File: config.mk
export PLATFORM = sky130hd
export DESIGN_NAME = au_updn_cnt
export DESIGN_NICKNAME = d
export VERILOG_FILES = /design/src/rtl/au_updn_cnt.sv
export SDC_FILE = /design/constraint.sdc
export NUM_CORES = 1
export LEC_CHECK = 0
export CAP_MARGIN = 20
export CORE_MARGIN = 3
export CORE_UTILIZATION = 49
export CTS_BUF_LIST = sky130_fd_sc_hd__clkbuf_16
export DETAILED_ROUTE_END_ITERATION = 12
export GPL_ROUTABILITY_DRIVEN = 0
export PLACE_DENSITY = 0.82
export SYNTH_ARGS = -nofsm -noshare
export SYNTH_HDL_FRONTEND = slang
export SYNTH_HIERARCHICAL = 1
export SYNTH_SLANG_ARGS = --single-unit
File: constraint.sdc
create_clock -name clk -period 3.45 [get_ports clk]
set_clock_uncertainty 0.1 [all_clocks]
set_input_delay 0.69 -clock clk [delete_from_list [all_inputs] [get_ports clk]]
set_output_delay 0.69 -clock clk [all_outputs]
set_load 0.02 [all_outputs]
File: src/rtl/au_updn_cnt.sv
// Up/down counter with clear, load, terminal count and sticky wrap flag; one-cycle update latency.
// AU_UPDN_CNT_SAT_EN: when defined, an enabled step at the terminal count holds q instead of wrapping.
// No backpressure: every enabled edge performs its operation; tc is combinational.

module AU_incdec #(
    parameter int WIDTH = 8,
    parameter int ARCH  = 0
) (
    input  logic [WIDTH-1:0] a,
    input  logic             inc_dec,
    output logic [WIDTH-1:0] y
);
    generate
        if (ARCH == 0) begin : g_arch_behav
            assign y = inc_dec ? (a - WIDTH'(1)) : (a + WIDTH'(1));
        end else if (ARCH == 1) begin : g_arch_addconst
            // Decrement is the same adder with an all-ones operand (-1 in two's complement).
            logic [WIDTH-1:0] step;
            assign step = inc_dec ? {WIDTH{1'b1}} : WIDTH'(1);
            assign y    = a + step;
        end else begin : g_arch_toggle
            logic carry;
            always_comb begin
                y     = '0;
                carry = 1'b1;
                for (int i = 0; i < WIDTH; i++) begin
                    y[i]  = a[i] ^ carry;
                    carry = carry & (a[i] ^ inc_dec);
                end
            end
        end
    endgenerate
endmodule

module au_updn_cnt #(
    parameter int WIDTH = 8,
    parameter int ARCH  = 0
) (
    input  logic             clk,
    input  logic             rst_n,
    input  logic             clr,
    input  logic             ld,
    input  logic [WIDTH-1:0] d,
    input  logic             en,
    input  logic             inc_dec,
    output logic [WIDTH-1:0] q,
    output logic             tc,
    output logic             ovf
);
    generate
        if ((WIDTH < 1) || (ARCH < 0) || (ARCH > 2)) begin : g_param_err
            $error("au_updn_cnt: illegal parameters WIDTH=%0d ARCH=%0d", WIDTH, ARCH);
        end
    endgenerate

    logic [WIDTH-1:0] q_q;
    logic [WIDTH-1:0] q_d;
    logic             ovf_q;
    logic             ovf_d;
    logic [WIDTH-1:0] step_res;

    AU_incdec #(
        .WIDTH (WIDTH),
        .ARCH  (ARCH)
    ) u_incdec (
        .a       (q_q),
        .inc_dec (inc_dec),
        .y       (step_res)
    );

    // tc flags the step boundary only, so clr/ld do not mask it.
    assign tc = en & (inc_dec ? (q_q == '0) : (q_q == {WIDTH{1'b1}}));

    always_comb begin
        q_d   = q_q;
        ovf_d = ovf_q;
        if (clr) begin
            q_d   = '0;
            ovf_d = 1'b0;
        end else if (ld) begin
            q_d   = d;
            ovf_d = 1'b0;
        end else if (en) begin
            if (tc) begin
                ovf_d = 1'b1;
            end
`ifdef AU_UPDN_CNT_SAT_EN
            q_d = tc ? q_q : step_res;
`else
            q_d = step_res;
`endif
        end
    end

    always_ff @(posedge clk or negedge rst_n) begin
        if (!rst_n) begin
            q_q   <= '0;
            ovf_q <= 1'b0;
        end else begin
            q_q   <= q_d;
            ovf_q <= ovf_d;
        end
    end

    assign q   = q_q;
    assign ovf = ovf_q;
endmodule

Word-level counts from Yosys, hierarchy flattened
Cells that the tools add are included.
{"block": "op_classes", "eq_ne": 1, "n_bitwise": 1, "n_reduce_logical": 4, "n_addsub": 2, "mux": 9}
{"cell": "8-bit 2-to-1 mux", "count": 4}
{"cell": "8-bit by 1-bit adder with 8-bit output (second input constant)", "count": 1}
{"cell": "8-bit equality test (second input constant)", "count": 1}
{"cell": "8-bit zero test", "count": 1}
{"cell": "8-bit by 1-bit subtractor with 8-bit output (second input constant)", "count": 1}
{"cell": "3-bit nonzero test", "count": 2}
{"cell": "1-bit 2-to-1 mux", "count": 5}
{"cell": "2-bit AND reduction", "count": 1}
{"cell": "1-bit bitwise AND", "count": 1}
{"block": "word_totals", "elab_cells": 19, "inputBits": 14, "output_inout_bits": 10, "ff_bits": 9}

Longest topological paths before layout
Gate-level depths: netlist (run 1).
{"block": "depth", "ltp_word": 7, "ltp_mapped": 9, "ltp_nobuf": 9}

Cells and area by module
Netlist (run 1), hierarchy kept.
{"mod": "au_updn_cnt", "cells_each": 56, "instances": 1, "area_per_inst_um2": 493.0, "seq_area_each_um2": 225.2}
{"mod": "AU_incdec", "cells_each": 41, "instances": 1, "area_per_inst_um2": 319.1, "seq_area_each_um2": 0.0}

Worst setup path before layout (run 1)
OpenSTA, ideal clock, no wires.
{"block": "synth_timing", "kind": "in2out", "from": "input port inc_dec", "to": "output port tc", "arrival_time_ps": 1359, "t_required_ps": 2660, "n_path_buf": 0, "slack_ps": 1301, "path_stages": 3, "path_cell_list": "nor3b_1 > a41oi_1 > nor2b_1"}
{"block": "synth_via", "elab_chain_len": 2}
{"element": "from (decl)", "line": "45", "text": "input logic inc_dec,"}
{"element": "1-bit 2-to-1 mux", "line": "72", "text": "assign tc = en & (inc_dec ? (q_q == '0) : (q_q == {WIDTH{1'b1}}));"}
{"element": "1-bit bitwise AND", "line": "72"}
{"element": "to (decl)", "line": "47", "text": "output logic tc,"}
Every way passes these cells.

Worst setup path after layout (run 1)
Ends and elaborated chain as after synthesis.

==> reports/metrics.csv, run 1 <==
stage,metric,value,unit
sta,fin. max-slew vios,0,
sta,Slew Limit Headroom,65.1,%
clock_tree,maximum clock insertion buffer count,2,
sta,Final Cycle Share,88.1,%
placement,hpwl dp,1580,um
routing,number of detailed-routing iterations run before antenna repair,4,
clock_tree,clock-pin slew on the worst setup and hold paths,40,ps
die,Die H,46.7,um
clock_tree,insertion delay of the later-clocked pin in the worst-skew pair,230,ps
status,run status,completed,
synth,most numerous cell in the Yosys netlist,nor2_1,
synth,flip-flop and latch count after synthesis,9,
global_routing,maximum number of pins on one net before global-route repair,18,
clock_tree,Post-CTS Hold Fix Bufs,0,
placement,number of port buffers,23,
worst_setup_path,worst reg-to-reg setup slack,1210,ps
die,std cell rows,14,
synth,Post-synth top cells,"nor2_1, a21oi_1, dfrtp_1, mux2i_1, ha_1",
cells_and_area,final antenna diode count,0,
clock_tree,number of CTS-inserted buffers,3,
sta,Post-Route Hold Slack,447,ps
synth,fraction of post-synthesis cell area in the top cell type by area,27.7,%
global_routing,GRT Resource Usage Total,21.5,%
sta,number of failing setup endpoints in the final timing report,0,
power,Power Total,0.480,mW
die,initial cell density of the core,52.7,%
global_routing,grt ovf,0,
synth,area of the mapped netlist,812,um^2
sta,post-route worst setup slack,412,ps
power,leakage power,0.504,nW
synth,number of enable-type register cells in the synthesized netlist,0,
synth,leading area contributor after synthesis,dfrtp_1,
worst_setup_path,Bufs and invs on worst path,2,
sta,clock period minus final worst setup slack,3040,ps
global_routing,via count of the first global-routing pass,761,
routing,wire length per cell,15.1,um
synth,share of synthesized registers carrying an async set or reset,100,%
global_routing,antenna violations before repair,0,
die,die area,2180,um^2
routing,post-route ant nets,0,
min_path,kind of path behind the tightest hold check,reg -> reg,
routing,number of remaining DRC errors,0,
routing,Routed WL,2090,um
routing,total number of vias,820,
placement,number of cells in the design after placement,134,
worst_setup_path,Critical Path Sink Type,output port,
cells_and_area,number of nets in the final layout,144,
cells_and_area,Layout Utilization,73.6,%
sta,measured slew at the worst slew-check pin,522,ps
worst_setup_path,family of cells with the greatest summed delay on the critical path,buffers and inverters,
global_routing,wire length of the first global-routing pass,3390,um
clock_tree,Post-CTS Setup Bufs,0,
worst_setup_path,data arrival time of the critical path,2250,ps
worst_setup_path,Setup CP Type,in -> out,
cells_and_area,layout filler cell count,124,
clock_tree,Clk Tree Root Cell,clkbuf_16,
synth,sequential cell area fraction in the yosys report,27.7,%
synth,synthesized area per cell,8.37,um^2
job,Max-cap violations,0,
routing,Iteration-0 DRC Markers,14,
placement,Post-Place Worst Slack,403,ps
cells_and_area,cell area after layout,1130,um^2
synth,Ys Warns,6,
worst_setup_path,crit-path cells,clkdlybuf4s50_1 > nor3b_1 > a41oi_1 > nor2b_1 > clkdlybuf4s50_1,
placement,standard cell area after detailed placement,1060,um^2
synth,Post-Syn Nets,118,
worst_setup_path,worst path required time,2660,ps
die,placeable core area,1540,um^2
sta,Fmax,0.329,GHz
worst_setup_path,CP max-delay cell,clkdlybuf4s50_1,
worst_setup_path,Most common cell on crit path,clkdlybuf4s50_1,
routing,vias per inst,5.94,
power,maximum VDD drop,0.413,mV
synth,most common flop cell mapped by yosys,dfrtp_1,
cells_and_area,fin cells,138,
die,ports placed on the boundary,24,
die,horizontal die dimension,46.7,um
sta,final hold vios,0,
clock_tree,clock tree from TritonCTS,done,
power,power density over the cells,423,nW/um^2
clock_tree,count of instances resized after the clock tree is built,0,
synth,dominant cells by area after synthesis,"dfrtp_1, mux2i_1, ha_1, nor2_1, a21oi_1",
worst_setup_path,crit start category,input pin,
worst_setup_path,peak fanout along the critical path,3,
clock_tree,H-tree level count,1,
sta,RSZ-0062 raised after global routing,false,
synth,number of standard cells after synthesis,97,
synth,synth unique cells,33,
cells_and_area,fraction of final layout cells with drive strength greater than 1,4.92,%
clock_tree,clock sink count,9,
cells_and_area,area delta synth->final,39.8,%
worst_setup_path,delay of the slowest cell on the worst path,610,ps
sta,Sum Neg Setup Slack,0,ps
==> cell usage in the layout (no fill, tap or decap), types with 2 or more instances in the layout <==
| cell | Yosys | final |
|---|---|---|
| clkdlybuf4s50_1 | 0 | 23 |
| mux2i_1 | 8 | 8 |
| inv_1 | 5 | 6 |
| a21oi_1 | 13 | 13 |
| nor3b_1 | 2 | 2 |
| clkbuf_16 | 0 | 3 |
| nand2_1 | 3 | 3 |
| o21ai_0 | 2 | 2 |
| nor3_1 | 2 | 2 |
| ha_1 | 6 | 6 |
| xnor2_1 | 2 | 2 |
| xor2_1 | 2 | 2 |
| dfrtp_1 | 9 | 9 |
| nor2b_1 | 2 | 2 |
| o211ai_1 | 3 | 3 |
| nor2_1 | 18 | 18 |
| buf_4 | 1 | 2 |
==> report_power, final <==
group | total, mW | switching [mW] | internal, mW | leakage, nW
clock network | 0.200 | 0.0488 | 0.151 | 0.0423
logic | 0.154 | 0.0791 | 0.0754 | 0.342
registers | 0.126 | 0.0120 | 0.114 | 0.119
==> worst reg2reg max path: stages, from the launching register on <==
cell and delay, ps:
dfrtp_1 430, ha_1 330, a211oi_1 470, o21ai_0 200
xor2_1 170, mux2i_1 140, nor2_1 60, a21oi_1 160
nor2_1 60
==> area by class of cell <==
type                    instances  area (um^2)  share of cell area, %
multi-input cells              79          547                   48.2
inverters                       5         18.8                   1.65
flip-flops and latches          9          225                   19.8
well taps                      16         20.0                   1.76
clock buffers                   3         75.1                   6.62
repair buffers                 25          245                   21.6
clock inverters                 1         3.75                  0.331
==> cell families after synthesis <==
logic type | count (synthesis) | synth area share (%)
and+or+nand+nor | 32 | 19.6
muxes | 8 | 9.86
DFF | 9 | 27.7
buffers and inverters | 9 | 4.93
xor gates and xnor gates | 4 | 4.32
AOI/OAI and AO/OA | 28 | 21.9
adders and majority gates | 7 | 11.7
==> path summary, 6_finish.rpt <==
kind | from | to | cells after the start
worst min register to register | ovf | ovf | 2
worst max register to register | q[1] | q[5] | 8
worst max-delay path | inc_dec | tc | 5
min in group asynchronous | rst_n | q[0] | 1
worst min-delay path | ovf | ovf | 2
max in group asynchronous | rst_n | q[7] | 1
==> state kept, by name, indices dropped and copies added, names as in the netlist <==
name / cells
ovf: 1
q: 8
==> routing by layer <==
| layer | wire [um] | global-route usage (%) | vias up |
|---|---|---|---|
| met4 | 45 | 8.29 | 0 |
| li1 | - | - | 400 |
| met1 | 945 | 30.1 | 384 |
| met3 | 79 | 2.34 | 7 |
| met5 | 0 | 0 | - |
| met2 | 1020 | 33.8 | 29 |
Note: power is estimated with default switching activity, not from simulation.
==> run 2, diff against run 1 <==
--- a/config.mk
+++ b/config.mk
@@ -5,8 +5,8 @@
 export SDC_FILE = /design/constraint.sdc
 export NUM_CORES = 1
 export LEC_CHECK = 0
+export ABC_CLOCK_PERIOD_IN_PS = 3450
 export CAP_MARGIN = 20
-export CORE_MARGIN = 3
 export CORE_UTILIZATION = 49
 export CTS_BUF_LIST = sky130_fd_sc_hd__clkbuf_16
 export DETAILED_ROUTE_END_ITERATION = 12
==> run 2 against run 1 <==
Sequential power about the same. First-iteration DRC count is 36% higher. Cell area up 0.11%. Critical path depth did not move. Largest cell class unchanged. Largest power group unchanged.
==> reports/metrics.csv, run 2 (same netlist as run 1, synthesis figures left out) <==
stage,metric,value,unit
worst_setup_path,crit start category,input pin,
routing,number of detailed-routing iterations run before antenna repair,4,
routing,number of remaining DRC errors,0,
status,run status,completed,
routing,Iteration-0 DRC Markers,19,
clock_tree,Post-CTS Setup Bufs,0,
routing,total number of vias,827,
worst_setup_path,crit-path cells,clkdlybuf4s50_1 > nor3b_1 > a41oi_1 > nor2b_1 > clkdlybuf4s50_1,
worst_setup_path,CP max-delay cell,clkdlybuf4s50_1,
clock_tree,count of instances resized after the clock tree is built,0,
placement,Post-Place Worst Slack,375,ps
cells_and_area,final antenna diode count,0,
sta,RSZ-0062 raised after global routing,false,
cells_and_area,most frequent standard cell in the layout excluding fill and tap cells,clkdlybuf4s50_1,
worst_setup_path,Bufs and invs on worst path,2,
sta,fin. max-slew vios,0,
routing,wire length per cell,15.2,um
global_routing,antenna violations before repair,0,
cells_and_area,Largest register FFs,8,
worst_setup_path,family of cells with the greatest summed delay on the critical path,buffers and inverters,
sta,final hold vios,0,
cells_and_area,number of nets in the final layout,144,
power,proportion of power drawn by combinational gates,32.0,%
clock_tree,Clk Tree Root Cell,clkbuf_16,
sta,Final Cycle Share,90.5,%
clock_tree,Post-CTS Hold Fix Bufs,0,
routing,post-route ant nets,0,
cells_and_area,fraction of final layout cells with drive strength greater than 1,5.74,%
die,ports placed on the boundary,24,
power,leakage power,0.502,nW
worst_setup_path,Setup CP Type,in -> out,
power,Internal Power,0.342,mW
clock_tree,number of CTS-inserted buffers,3,
die,initial cell density of the core,53.3,%
global_routing,grt ovf,0,
sta,measured slew at the worst slew-check pin,544,ps
placement,hpwl dp,1510,um
worst_setup_path,worst path required time,2660,ps
min_path,kind of path behind the tightest hold check,reg -> reg,
die,die area,1820,um^2
clock_tree,clock sink count,9,
worst_setup_path,data arrival time of the critical path,2330,ps
worst_setup_path,Critical Path Sink Type,output port,
clock_tree,insertion delay of the later-clocked pin in the worst-skew pair,230,ps
power,Sequential Power Share,26.0,%
global_routing,wire length of the first global-routing pass,3590,um
clock_tree,clock-pin slew on the worst setup and hold paths,40,ps
global_routing,GRT Resource Usage Total,26.1,%
worst_setup_path,peak fanout along the critical path,4,
die,horizontal die dimension,42.7,um
global_routing,via count of the first global-routing pass,818,
cells_and_area,Layout Utilization,74.5,%
sta,clock period minus final worst setup slack,3120,ps
die,Die H,42.7,um
die,std cell rows,14,
clock_tree,clock tree from TritonCTS,done,
cells_and_area,area delta synth->final,39.9,%
power,switching power of the nets,0.142,mW
clock_tree,H-tree level count,1,
cells_and_area,layout filler cell count,116,
sta,Sum Neg Setup Slack,0,ps
die,placeable core area,1520,um^2
sta,Slew Limit Headroom,63.6,%
sta,post-route worst setup slack,328,ps
global_routing,maximum number of pins on one net before global-route repair,18,
worst_setup_path,Most common cell on crit path,clkdlybuf4s50_1,
sta,number of failing setup endpoints in the final timing report,0,
routing,vias per inst,5.99,
placement,number of port buffers,23,
cells_and_area,most used cells in the layout excluding fill and tap cells,"clkdlybuf4s50_1, nor2_1, a21oi_1, dfrtp_1, mux2i_1",
power,Clock power frac,42.0,%
worst_setup_path,Crit Reg-Reg Startpoint,q[1],
min_path,critical hold path startpoint,ovf,
sta,Fmax,0.320,GHz
power,power density over the cells,426,nW/um^2
clock_tree,maximum clock insertion buffer count,2,
worst_setup_path,delay of the slowest cell on the worst path,610,ps
power,maximum VDD drop,0.363,mV
routing,Routed WL,2100,um
job,Max-cap violations,0,
power,sw frac,29.4,%
worst_setup_path,first element of the critical path,inc_dec,
-- run 2: changes by cell type in the layout (fill, tap and decap cells not counted), sizes merged --
| cell | previous run | this run |
|---|---|---|
| clkinv | 0 | 1 |
| inv | 6 | 5 |
-- run 2: per-stage QoR --
step | power, mW | std cells | instance area [um^2] | hold slack, ps
floorplan | 0.224 | 97 | 812 | 294
global placement | 0.273 | 134 | 1060 | 395
detailed placement | 0.278 | 134 | 1060 | 392
CTS | 0.482 | 138 | 1140 | 448
global route | 0.508 | 138 | 1140 | 499
finish | 0.484 | 138 | 1140 | 444
-- run 2: worst reg2reg max path, cell delays in order, from the launching register on --
cell and delay [ps]:
dfrtp_1 430, ha_1 340, a211oi_1 410, o21ai_0 190, xor2_1 170, mux2i_1 160
nor2_1 60, a21oi_1 130, nor2_1 60
-- run 2: final timing paths --
| kind | slack [ps] | end | depth (start not counted) |
|---|---|---|---|
| worst max-delay path | 330 | tc | 5 |
| worst min-delay path | 440 | ovf | 2 |
| worst max register to register | 1260 | q[5] | 8 |
| worst min register to register | 440 | ovf | 2 |
| max in group asynchronous | 2320 | q[4] | 1 |
| min in group asynchronous | 650 | q[3] | 1 |
-- run 2: power by group through the flow --
stage | Sequential (mW) | Clock, mW | Combinational (mW)
after floorplan | 0.133 | 0 | 0.0902
after global placement | 0.127 | 0 | 0.147
after detailed placement | 0.127 | 0 | 0.151
after CTS | 0.126 | 0.202 | 0.155
after global routing | 0.127 | 0.209 | 0.172
final | 0.126 | 0.203 | 0.155
-- run 2: final cells by class --
| cell class | instances | area [um^2] | share of cell area, % |
|---|---|---|---|
| Multi-Input combinational cell | 79 | 547 | 48.1 |
| Timing Repair Buffer | 25 | 245 | 21.6 |
| Sequential cell | 9 | 225 | 19.8 |
| Clock buffer | 3 | 75.1 | 6.61 |
| Tap cell | 16 | 20.0 | 1.76 |
| Inverter | 5 | 18.8 | 1.65 |
| Clock inverter | 1 | 5.00 | 0.441 |
-- run 2: routing by layer --
metal	vias up	part of all wire (%)	track usage [%]
met5	-	0	0
met4	0	0.76	8.75
met3	4	3.9	2.55
met2	24	51	46.4
met1	398	45	32.6
li1	401	-	-
==> run 3, diff against run 2 <==
--- a/config.mk
+++ b/config.mk
@@ -5,13 +5,14 @@
 export SDC_FILE = /design/constraint.sdc
 export NUM_CORES = 1
 export LEC_CHECK = 0
-export ABC_CLOCK_PERIOD_IN_PS = 3450
+export ABC_CLOCK_PERIOD_IN_PS = 2600
 export CAP_MARGIN = 20
-export CORE_UTILIZATION = 49
+export CORE_UTILIZATION = 41
 export CTS_BUF_LIST = sky130_fd_sc_hd__clkbuf_16
 export DETAILED_ROUTE_END_ITERATION = 12
 export GPL_ROUTABILITY_DRIVEN = 0
-export PLACE_DENSITY = 0.82
+export PLACE_DENSITY = 0.73
+export SLEW_MARGIN = 20
 export SYNTH_ARGS = -nofsm -noshare
 export SYNTH_HDL_FRONTEND = slang
 export SYNTH_HIERARCHICAL = 1
==> constraint.sdc (replaced) <==
create_clock -name clk -period 2.6 [get_ports clk]
set_clock_uncertainty 0.1 [all_clocks]
set_input_delay 0.52 -clock clk [delete_from_list [all_inputs] [get_ports clk]]
set_output_delay 0.52 -clock clk [all_outputs]
set_load 0.02 [all_outputs]
==> run 3 against run 2 <==
Largest power group unchanged. Hold slack is essentially flat. Routed wire length is 6.2% higher. Global-route usage shrank 1.9 points. Combinational power increased by 44%. Cell count rose by 12%. Clock power up 33%. Register-to-register slack got worse by 790 ps.
==> reports/metrics.csv, run 3 (same netlist as run 1, synthesis figures left out) <==
stage,metric,value,unit
status,run status,completed,
die,ports placed on the boundary,24,
min_path,endpoint with the worst hold slack,ovf,
clock_tree,clock tree from TritonCTS,done,
cells_and_area,most used cells in the layout excluding fill and tap cells,"clkdlybuf4s50_1, nor2_1, a21oi_1, buf_4, dfrtp_1",
routing,vias per inst,5.32,
clock_tree,Post-CTS Setup Bufs,0,
power,maximum VDD drop,0.460,mV
worst_setup_path,Critical R2R Capture,q[6],
min_path,cell count of the worst hold path,2,
cells_and_area,Layout Utilization,67.7,%
clock_tree,H-tree level count,1,
routing,wire length per cell,14.4,um
sta,Sum Neg Setup Slack,0,ps
worst_setup_path,worst reg-to-reg setup slack,470,ps
sta,fin. max-slew vios,0,
worst_setup_path,Crit Reg-Reg Startpoint,q[0],
placement,hpwl dp,1590,um
min_path,kind of path behind the tightest hold check,reg -> reg,
cells_and_area,fraction of final layout cells with drive strength greater than 1,10.8,%
sta,RSZ-0062 raised after global routing,false,
job,Max-cap violations,0,
die,std cell rows,15,
sta,number of failing setup endpoints in the final timing report,0,
clock_tree,insertion delay of the later-clocked pin in the worst-skew pair,240,ps
routing,post-route ant nets,0,
die,Die H,46.5,um
cells_and_area,area delta synth->final,48.7,%
worst_setup_path,crit start category,flip-flop,
sta,Fmax,0.402,GHz
routing,total number of vias,825,
global_routing,maximum number of pins on one net before global-route repair,18,
routing,number of detailed-routing iterations run before antenna repair,4,
worst_setup_path,Setup CP Type,reg -> out,
cells_and_area,final antenna diode count,0,
die,placeable core area,1780,um^2
global_routing,antenna violations before repair,0,
die,die area,2160,um^2
routing,Routed WL,2230,um
clock_tree,clock sink count,9,
worst_setup_path,r2r worst-path depth,9,
worst_setup_path,delay of the slowest cell on the worst path,430,ps
sta,Slew Limit Headroom,63.1,%
worst_setup_path,Critical Path Sink Type,output port,
worst_setup_path,worst path required time,1980,ps
min_path,critical hold path startpoint,ovf,
die,initial cell density of the core,45.5,%
worst_setup_path,peak fanout along the critical path,5,
global_routing,via count of the first global-routing pass,762,
power,power density over the cells,546,nW/um^2
clock_tree,maximum clock insertion buffer count,2,
global_routing,GRT Resource Usage Total,24.2,%
worst_setup_path,data arrival time of the critical path,1870,ps
routing,Iteration-0 DRC Markers,14,
placement,number of port buffers,23,
routing,number of remaining DRC errors,0,
worst_setup_path,CP max-delay cell,dfrtp_1,
global_routing,wire length of the first global-routing pass,3570,um
sta,measured slew at the worst slew-check pin,551,ps
cells_and_area,Largest register FFs,8,
global_routing,grt ovf,0,
cells_and_area,most frequent standard cell in the layout excluding fill and tap cells,clkdlybuf4s50_1,
sta,final hold vios,0,
power,leakage power,0.555,nW
clock_tree,Post-CTS Hold Fix Bufs,0,
worst_setup_path,crit-path cells,nor4_1 > and4b_1 > a41oi_1 > nor2b_1 > dlygate4sd2_1,
sta,clock period minus final worst setup slack,2490,ps
clock_tree,number of CTS-inserted buffers,3,
sta,Final Cycle Share,95.7,%
cells_and_area,number of nets in the final layout,152,
clock_tree,clock-pin slew on the worst setup and hold paths,40,ps
clock_tree,Clk Tree Root Cell,clkbuf_16,
die,horizontal die dimension,46.5,um
## run 3: cell types whose count changed in the layout (fill, tap and decap cells not counted)
cell             before  now
buf_4                 2   10
o21ai_0               2    1
o21ai_1               1    2
dlygate4sd2_1         0    1
inv_1                 5    6
dlymetal6s2s_1        0    1
clkdlybuf4s50_1      23   21
clkinv_2              1    0
## run 3: layout make-up
class,instances,area (um^2)
fill,160,576
multi-input combinational,79,547
timing repair buffer,33,307
sequential,9,225
clock buffer,3,75.1
tap,25,31.3
inverter,5,18.8
clock inverter,1,3.75
## run 3: critical path, delay by kind of cell, from the launching register on
family                 cells  cell delay (ps)
AND/OR/NAND/NOR            3              780
buffers and inverters      1              340
AO/OA/AOI/OAI              1               80
flip-flops                 1              430
## run 3: what timing repair did
action	4_1_cts	5_1_grt
setup endpoints to repair	1	3
hold endpoints to repair	0	0
resized for setup	1	2
pin swaps	0	1
## run 3: power by group
group / total [mW] / internal [mW] / switching [mW]
sequential: 0.167 / 0.151 / 0.0161
combinational: 0.223 / 0.114 / 0.109
clock: 0.270 / 0.201 / 0.0687
## run 3: per-stage QoR
step	hold WS, ps	cells	power, mW	setup WS [ps]	instance area (um^2)
finish	444	155	0.660	112	1210
global route	479	155	0.698	3.09	1210
CTS	446	155	0.660	76.2	1200
detailed placement	440	151	0.387	-165	1130
global placement	374	151	0.383	-176	1130
floorplan	124	97	0.297	568	812
## run 3: how the worst max path moves through the flow
stage          startpoint   end  slack (ps)  cells past startpoint
2_1_floorplan        q[0]  q[6]         570                      9
3_3_place_gp      inc_dec    tc        -180                      5
3_5_place_dp      inc_dec    tc        -160                      5
4_1_cts           inc_dec  q[6]          80                     10
5_1_grt              q[4]    tc           3                      5
6_report             q[4]    tc         110                      5
## run 3: metal layers
layer / share of wire, % / global-route usage (%) / routed length, um
met1: 47 / 32.6 / 1040
met5: 0 / 0 / 0
met4: 0.90 / 12.4 / 20
met3: 2.9 / 3.92 / 64
met2: 49 / 36.9 / 1100
==> RTL edit, RTL diff (flow settings as in run 2) <==
The option `AU_UPDN_CNT_SAT_EN` is turned on by a define.
--- a/src/rtl/au_updn_cnt.sv
+++ b/src/rtl/au_updn_cnt.sv
@@ -1,6 +1,8 @@
 // Up/down counter with clear, load, terminal count and sticky wrap flag; one-cycle update latency.
 // AU_UPDN_CNT_SAT_EN: when defined, an enabled step at the terminal count holds q instead of wrapping.
 // No backpressure: every enabled edge performs its operation; tc is combinational.
+
+`define AU_UPDN_CNT_SAT_EN
 
 module AU_incdec #(
     parameter int WIDTH = 8,
Formal check against the unedited RTL: not equivalent (a bounded check fails within 4 cycles, from zero or initial values and one cycle with rst_n low).
==> RTL edit against run 2 <==
Sequential cell count is the same. Critical path type unchanged. Design area grew 3.3%. Count of clock-buffer cells in the layout is the same. Register-to-register slack lost 0.17 ns. First-iteration DRC count shrank 26%. Final cell count shrank 7.2%. Total power grew 22%. Critical path depth shrank 1. Setup slack gained 0.11 ns. Combinational power grew 60%. Routed wire length grew 3.0%. Area after synthesis grew 3.9%. The run now ends with DRC left.
==> RTL edit: results (changes against run 2) <==
Parameter                              Value

Run status
  Status ... finished, violations left
  Violations in the final reports ... DRC

Pwr
  NetSw ... 0.000197 W (+39%)
  Static leakage ... 0.528 nW (+5.0%)

Critical path
  Setup slack, reg-to-reg ... 1.09 ns (-0.17 ns)
  Source of the worst register-to-register timing path ... q[0]$_DFFE_PN0P_
  Maximum fanout along the worst path ... 2 (-2)
  Largest incremental delay on the critical path ... 0.58 ns (-0.03 ns)
  Highest-delay cell along the critical path ... or4b_4
  Arrival time reported for the critical path endpoint ... 2.22 ns (-0.11 ns)
  Reg2Reg Capture Point ... q[6]$_DFFE_PN0P_

Timing
  Actual slew at the worst max-slew pin ... 0.656 ns (+0.111 ns)
  Hold WS ... 0.414 ns (-0.0296 ns)

Synth
  Synth Net Count ... 107 (-9.3%)
  Commonest cells post-synth ... 10 x nor2_1, 9 x dfrtp_1, 8 x mux2_2, 8 x mux2i_1, 6 x ha_1
  Post-synthesis sequential area ratio ... 0.267 (-0.0103)
  Synth unique cells ... 35 (+6.1%)
  Leading post-synthesis cells by cell area ... dfrtp_1 27%, mux2_2 11%, mux2i_1 9.5%

Drt
  DRC ... 4 (+4)
  Average detailed-routed wire length per instance ... 16.9 um (+11%)
  Detailed-routing iteration count for the pre-antenna-repair pass ... 8 (+4)
  Initial detailed-routing violation count ... 14 (-5)

GRT
  Wire length of the first global-routing pass ... 3350 um (-6.5%)
  Overall track demand over capacity in global routing ... 0.251 (-0.0103)

Placed design
  Placement-stage cell area ... 0.00109 mm2 (+3.4%)
  Pre-CTS setup slack ... 0.0405 ns (-0.334 ns)
  Detailed-placement wirelength estimate ... 1610 um (+6.6%)

Cells and area
  Count of fill cells added during filler insertion ... 113 (-2.6%)
  Flip-flop count of the largest register after layout ... 8 (unchanged)
  Final net count ... 134 (-6.9%)
[RTL edit: changes by cell type in the layout (fill, tap and decap cells not counted), moves of 2 or more]
| cell | run 2 | this run |
|---|---|---|
| nor2_1 | 18 | 10 |
| mux2_2 | 0 | 8 |
| nand2_1 | 3 | 1 |
| a21oi_1 | 13 | 5 |
[RTL edit: how the worst max path moves through the flow]
stage	start	endpoint	slack, ns
6_report	inc_dec	tc	0.44
5_1_grt	inc_dec	q[6]$_DFFE_PN0P_	0.39
4_1_cts	inc_dec	tc	0.05
3_5_place_dp	inc_dec	tc	0.04
3_3_place_gp	inc_dec	tc	0.05
2_1_floorplan	inc_dec	tc	0.85
[RTL edit: final cells by class]
type                            instances  area (um2)  area share
Clock buffer                            3        75.1      0.0640
Clock inverter                          1        3.75     0.00320
Sequential cell                         9         225       0.192
Timing Repair Buffer                   24         240       0.205
Tap cell                               16        20.0      0.0171
Inverter                                5        18.8      0.0160
Multi-Input combinational cell         70         591       0.503
[RTL edit: routing by layer]
layer,global-route usage,routed length [um],vias to the layer above
met5,0,0,-
met4,0.113,29,0
met3,0.0375,132,4
met2,0.452,1090,30
met1,0.292,912,385
li1,-,-,380
[RTL edit: timing repair]
action                                  CTS  global route
endpoints found under the setup margin    0             1
gates resized for setup                   0             1
endpoints found under the hold margin     0             0
[RTL edit: worst reg2reg max path, stage by stage (launching register included)]
cell and delay (ns):
dfrtp_1 0.45, inv_1 0.11, fa_1 0.50, nor2b_4 0.15
o31a_1 0.16, o311ai_1 0.13, mux2i_1 0.27, nor2_1 0.09
mux2_2 0.28
[RTL edit: kinds of logic after synthesis]
group           synth area share
xor+xnor                  0.0416
fa+ha+maj                  0.113
compound gates             0.196
buf+inv                   0.0326
flops                      0.267
simple gates               0.148
mux                        0.202
[RTL edit: power groups by stage]
stage	combinational [W]	sequential (W)	clock, W
6_report	0.000248	0.000144	0.000200
5_1_grt	0.000269	0.000146	0.000209
4_1_cts	0.000247	0.000143	0.000200
3_5_place_dp	0.000243	0.000145	0
3_3_place_gp	0.000234	0.000143	0
2_1_floorplan	0.000143	0.000158	0
[RTL edit: stage by stage]
stage               total power (W)  std cells
floorplan                  0.000301         86
global placement           0.000377        124
detailed placement         0.000388        124
CTS                        0.000591        128
global route               0.000624        128
finish                     0.000592        128
